$ cat src/rtl/shift_seq_unit_pkg.sv
// Shared constants and types for the iterative shift unit.
package shift_seq_unit_pkg;
    localparam int WIDTH   = 32;
    localparam int SHAMT_W = 5;

    localparam logic OP_SLL = 1'b0;
    localparam logic OP_SRA = 1'b1;

    typedef enum logic {
        ST_IDLE = 1'b0,
        ST_RUN  = 1'b1
    } state_t;
endpackage

$ cat src/rtl/shift_step_1.sv
// Single-bit shift step: logical left or arithmetic right by one position.
module shift_step_1
    import shift_seq_unit_pkg::*;
#(
    parameter int W = WIDTH
) (
    input  logic [W-1:0] in,
    input  logic         op,
    output logic [W-1:0] out
);
    assign out = (op == OP_SRA) ? {in[W-1], in[W-1:1]} : {in[W-2:0], 1'b0};
endmodule

$ cat src/rtl/shift_seq_unit.sv
// Multi-cycle shifter: one bit position per clock, ready pulse when done.
module shift_seq_unit
    import shift_seq_unit_pkg::*;
#(
    parameter int WIDTH_P   = WIDTH,
    parameter int SHAMT_W_P = SHAMT_W
) (
    input  logic                 clock,
    input  logic                 reset,
    input  logic                 ctrl_shift,
    input  logic                 ctrl_op,
    input  logic [WIDTH_P-1:0]   data_operandA,
    input  logic [SHAMT_W_P-1:0] ctrl_shamt,
    output logic [WIDTH_P-1:0]   data_result,
    output logic                 data_resultRDY,
    output logic                 busy
);
    state_t               state;
    logic [SHAMT_W_P-1:0] cnt;
    logic                 op_q;
    logic [WIDTH_P-1:0]   step_out;

    shift_step_1 #(.W(WIDTH_P)) u_step (
        .in  (data_result),
        .op  (op_q),
        .out (step_out)
    );

    // busy tracks the cycles in which a shift step is still pending, so a
    // zero-amount operation goes straight to the ready pulse without it.
    always_ff @(posedge clock) begin
        if (reset) begin
            state          <= ST_IDLE;
            cnt            <= '0;
            op_q           <= OP_SLL;
            data_result    <= '0;
            data_resultRDY <= 1'b0;
            busy           <= 1'b0;
        end else if (ctrl_shift) begin
            state          <= ST_RUN;
            cnt            <= ctrl_shamt;
            op_q           <= ctrl_op;
            data_result    <= data_operandA;
            data_resultRDY <= 1'b0;
            busy           <= (ctrl_shamt != '0);
        end else begin
            case (state)
                ST_RUN: begin
                    if (cnt != '0) begin
                        data_result <= step_out;
                        cnt         <= cnt - 1'b1;
                        busy        <= (cnt != SHAMT_W_P'(1));
                    end else begin
                        state          <= ST_IDLE;
                        data_resultRDY <= 1'b1;
                        busy           <= 1'b0;
                    end
                end
                default: begin
                    data_resultRDY <= 1'b0;
                    busy           <= 1'b0;
                end
            endcase
        end
    end
endmodule

$ cat config.mk
export PLATFORM = sky130hd
export DESIGN_NAME = shift_seq_unit
export DESIGN_NICKNAME = d
export VERILOG_FILES = /design/src/rtl/shift_seq_unit_pkg.sv /design/src/rtl/shift_step_1.sv /design/src/rtl/shift_seq_unit.sv
export SDC_FILE = /design/constraint.sdc
export NUM_CORES = 1
export LEC_CHECK = 0
export CELL_PAD_IN_SITES_DETAIL_PLACEMENT = 0
export CELL_PAD_IN_SITES_GLOBAL_PLACEMENT = 1
export CORE_MARGIN = 2
export CORE_UTILIZATION = 35
export CTS_CLUSTER_SIZE = 12
export DETAILED_ROUTE_END_ITERATION = 7
export PLACE_DENSITY = 0.85
export SLEW_MARGIN = 20
export SYNTH_ARGS = -nofsm -noshare
export SYNTH_HDL_FRONTEND = slang
export SYNTH_SLANG_ARGS = --single-unit
$ cat constraint.sdc
create_clock -name clock -period 2.26 [get_ports clock]
set_input_delay 0.565 -clock clock [delete_from_list [all_inputs] [get_ports clock]]
set_output_delay 0.565 -clock clock [all_outputs]
set_load 0.005 [all_outputs]
# Word-level counts from Yosys, hierarchy flattened
# Index checks and enable logic that the tools add are counted.
# classes
n_addsub	1
mul	0
div_mod_pow	0
n_lt_le_gt_ge	0
n_eq_ne	2
shift	0
muxes	13
n_bitwise	1
n_reduce_logical	7
# op_table
op	n
$mux 32	4
$mux 5	3
$reduce_bool 5->1	2
$mux 1	6
$ne 5x1->1 const B	1
$sub 5x1->5 const B	1
$reduce_bool 2->1	2
$reduce_and 3->1	1
$reduce_or 3->1	1
$ne 2x2->1 const B	1
$reduce_and 2->1	1
$not 1->1	1
# totals
reg_bits	41
latch_bits	0
ram_bits	0
romBits	0
output_inout_bits	34
wordCells	31
mem_count	0

# Longest topological paths before layout
# logic_depth
word_depth	4
depth_mapped	7
depth_no_buf	5

# By module
# Synthesis repeated with hierarchy kept, for this count alone.
# hier_totals
hier_cells	274
area_unflattened_um2	2482.4
# modules_own_cells
module	instances	cells_each	area_each_um2
shift_seq_unit	1	238	1946.9
shift_step_1	1	36	535.5

# Worst setup path before layout
# Ideal clock, no wire load.
# synth_timing
path_type	reg2reg
start	register cnt[0]
end	register data_result[20]
t_arrival_ns	1.744
required_time_ns	2.188
slack_ns	0.444
stages_incl_launch_ff	8
n_path_buf	2
synth_period_minus_slack_ns	1.816
cell_sequence	dfxtp_1 inv_1 ha_1 or4b_4 a21oi_2 buf_6 buf_12 mux2i_1
# synth_between
elab_chain_cells	3
# synth_lines
element	line	rtl
start, declared	shift_seq_unit.sv:19	logic [SHAMT_W_P-1:0] cnt;
start signal, assigned	shift_seq_unit.sv:41	cnt <= ctrl_shamt;
start signal, assigned	shift_seq_unit.sv:51	cnt <= cnt - 1'b1;
$reduce_bool 5->1	shift_seq_unit.sv:49	if (cnt != '0) begin
$reduce_bool 2->1 (no source line)	--	
$reduce_and 2->1 (no source line)	--	
end signal, assigned	shift_seq_unit.sv:43	data_result <= data_operandA;
end signal, assigned	shift_seq_unit.sv:50	data_result <= step_out;
end, declared	shift_seq_unit.sv:14	output logic [WIDTH_P-1:0] data_result,
# Every way passes these cells.
# A chain may end at the register's enable or synchronous reset.

# Worst setup path in the final report
# layout_timing
start	register cnt[0]
end	register data_result[13]
# Same word-level chain as after synthesis.

==> summary.md <==
| Metric | Value |
|---|---|
| Outcome | `finished clean` |
| # rows | `30` |
| Total CTS buffers | `5` |
| Number of global-route vias before repair | `between 2k and 2.5k` |
| Path depth of the worst reg2reg path | `6` |
| Most common cell in the netlist | `dfxtp_1` |
| Sw Pwr | `about 500 uW` |
| First-pass DRT Iterations | `5` |
| Fin area | `approximately 3400 sq um` |
| Synth async-reset ratio | `0%` |
| Layout fillers | `around 680` |
| Setup crit end kind | `flop` |
| Post-layout min period | `2040 ps` |
| Final nets | `between 300 and 400` |
| Comb power frac | `between 20% and 30%` |
| Area grow syn2layout | `36.3%` |
| Hold endpoint | `data_resultRDY` |
| Clk_skew | `between 5 and 6 ps` |
| Vias per Instance | `5.09` |
| Routed Antenna Nets | `0` |
| Clk root buf | `clkbuf_8` |
| Maxcap violations | `0` |
| CTS tree | `yes` |
| Mean Syn Cell Area | `slightly above 9 sq um` |
| Pin count of the biggest net entering global routing | `59` |
| Cell taking the most area after synthesis | `dfxtp_1` |
| H-tree levels | `2` |
| WP data required | `approximately 2500 ps` |
| Synth top cells by count | `dfxtp_1, nand2_1, mux2_2` |
| Die ar. | `slightly below 8000 sq um` |
| Setup bufs post-CTS | `0` |
| Crit Path Class | `flop to flop` |
| Routability cong. | `0.739` |
| Fmax | `491 MHz` |
| Top_reg_cell synth | `dfxtp_1` |
| Clk pin slew, worst setup/hold paths | `70 ps` |
| Skew-Pair Late Insertion Delay | `between 200 and 300 ps` |
| Hold Startpoint | `data_resultRDY` |
| Slack of the worst reg-to-reg path | `roughly 220 ps` |
| Synth top area cells | `dfxtp_1, mux2_2, mux2i_1` |
| Layout cell share with drive strength beyond 1 | `between 10% and 20%` |
| # diodes | `0` |
| Remaining DRCs | `0` |
| Final hold vios | `0` |
| Overflow after GRT | `0` |
| IR drop worst, VDD | `~0.27 mV` |
| First-pass GRT wire length | `roughly 10 mm` |
| Post-synth cell types | `40` |
| DR WL/cell | `about 14 um` |
| DR vias | `2187` |
| Worst R2R End | `data_result[13]` |
| Iter 0 DRT Violations | `83` |
| CORE AREA | `6830 sq um` |
| Post-synthesis sequential area ratio | `between 30% and 40%` |
| Number of sinks on the clock net | `between 40 and 50` |
| Die Width | `around 88 um` |
| Reg power frac | `46.5%` |
| IO Port Bufs | `between 70 and 80` |
| Die Y | `between 80 and 90 um` |
| Crit path DAT | `around 2300 ps` |
| Final setup violation count | `0` |
| Hold_ws | `~450 ps` |
| Setup crit start kind | `flop` |
| Share of the synthesized area in the top cell type | `between 30% and 40%` |
| Post_cts resized | `0` |
| Dpl cell area | `approximately 3300 sq um` |
| Cell area after synthesis | `2490 sq um` |
| CP Max Fanout | `29` |
| Synthesized flop and latch total | `approximately 40` |
| Leak | `between 0.001 and 0.0015 uW` |
| Switch share | `a little over a quarter` |
| Yosys Warn Count | `0` |
| Actual slew at the worst max-slew pin | `roughly 590 ps` |
| I/O pins | `75` |
| Post-synth net total | `313` |
| Mapped Cells | `270` |
| Number of flops mapped to enable cells by yosys | `0` |
| Critical Path, Cell by Cell | `inv_1, ha_1, or4b_4, a21oi_4, buf_12, mux2i_1` |
| Hold path cells | `2` |
| Worst Hold Class | `flop to flop` |
| Final Cycle Share | `about nine tenths` |
| Initial antenna violation count | `0` |
| Worst slew margin relative to its limit | `approximately 60%` |
| Slew Viols, Final | `0` |
| Initial core utilization | `between 30% and 40%` |
| Worst stage delay on the critical path | `around 600 ps` |
| Hold buffer count at cts | `0` |
| Clock share of power | `about a quarter` |
| Fin Setup TNS | `0 ps` |
| CTS max path bufs | `2` |
| Internal power | `~1300 uW` |
| Reg2reg start | `cnt[0]` |
| DRT Wirelength | `5.90 mm` |
| Slowest cell on the critical path | `or4b_4` |
| Cell Pwr Density | `about 540 nW/um^2` |
| RSZ-0062 raised after global routing | `no` |
| HPWL after DPL | `~4.2 mm` |
| All-Layer GR Usage | `around 16%` |
## layout make-up
class | instances | area (sq um) | share of cell area [%]
clock buffers | 7 | 86.3 | 2.54
flip-flops and latches | 41 | 821 | 24.2
repair buffers | 82 | 821 | 24.2
inverters | 9 | 33.8 | 0.995
multi-input cells | 195 | 1510 | 44.6
well taps | 96 | 120 | 3.54
## worst max path at each step
stage	endpoint	cells after the start	startpoint
CTS	data_result[13]	6	cnt[0]
finish	data_result[13]	6	cnt[0]
detailed placement	data_result[13]	6	cnt[0]
global route	data_result[13]	6	cnt[0]
global placement	busy	4	ctrl_shamt[1]
floorplan	data_result[20]	7	cnt[0]
## logic make-up (layout without fill, tap and decap cells)
group | after synthesis | in the layout | share of synthesized area, %
buf+inv | 34 | 98 | 6.63
mux | 59 | 59 | 25.2
compound gates | 49 | 49 | 15.8
fa+ha+maj | 2 | 2 | 1.00
simple gates | 85 | 85 | 18.4
flops | 41 | 41 | 32.9
## routing by layer
metal	GRT usage, %	vias up	part of all wire (%)
met3	3.45	4	4.0
met2	26.7	45	50
met5	0	-	0
li1	-	1094	-
met1	20.1	1044	45
met4	3.72	0	0.93
## layout by cell type (no fill, tap or decap), types with 2 or more instances in the layout
cell	count
clkdlybuf4s50_1	73
dfxtp_1	41
nand2_1	33
mux2_2	30
nand2b_1	29
o211ai_1	29
mux2i_1	29
inv_1	8
a21oi_1	6
clkbuf_8	6
buf_4	6
nor2_1	4
nand3b_1	3
nand3_1	3
nor3_1	2
and4_1	2
o311a_1	2
and3_1	2
nand4_1	2
o221ai_1	2
ha_1	2
buf_12	2
## power groups by stage
stage          registers (uW)  logic, uW  clock network [uW]
4_1_cts                   854        508                 497
3_3_place_gp              870        497                   0
6_report                  853        502                 480
2_1_floorplan             854        291                   0
5_1_grt                   865        546                 533
3_5_place_dp              871        506                   0
## worst max-delay path: cells and delay by family (launching register included)
kind | cells | cell delay (ps)
AOI/OAI and AO/OA | 1 | 210
buffers and inverters | 2 | 360
adders and majority gates | 1 | 210
DFF | 1 | 340
and+or+nand+nor | 1 | 590
muxes | 1 | 230
## metrics by stage
stage	cells	util (%)	setup WS (ps)	power, uW
2_1_floorplan	270	-	444	1150
3_3_place_gp	423	48.4	349	1370
3_5_place_dp	423	48.4	250	1380
4_1_cts	430	49.7	231	1860
5_1_grt	430	49.7	110	1940
6_report	430	49.7	224	1840
## flip-flops by register name, summed over array words and instances, names as in the netlist
signal and count:
data_result 32, op_q 1, data_resultRDY 1, cnt 5, state 1, busy 1
Power figures use the tool's default switching activity.
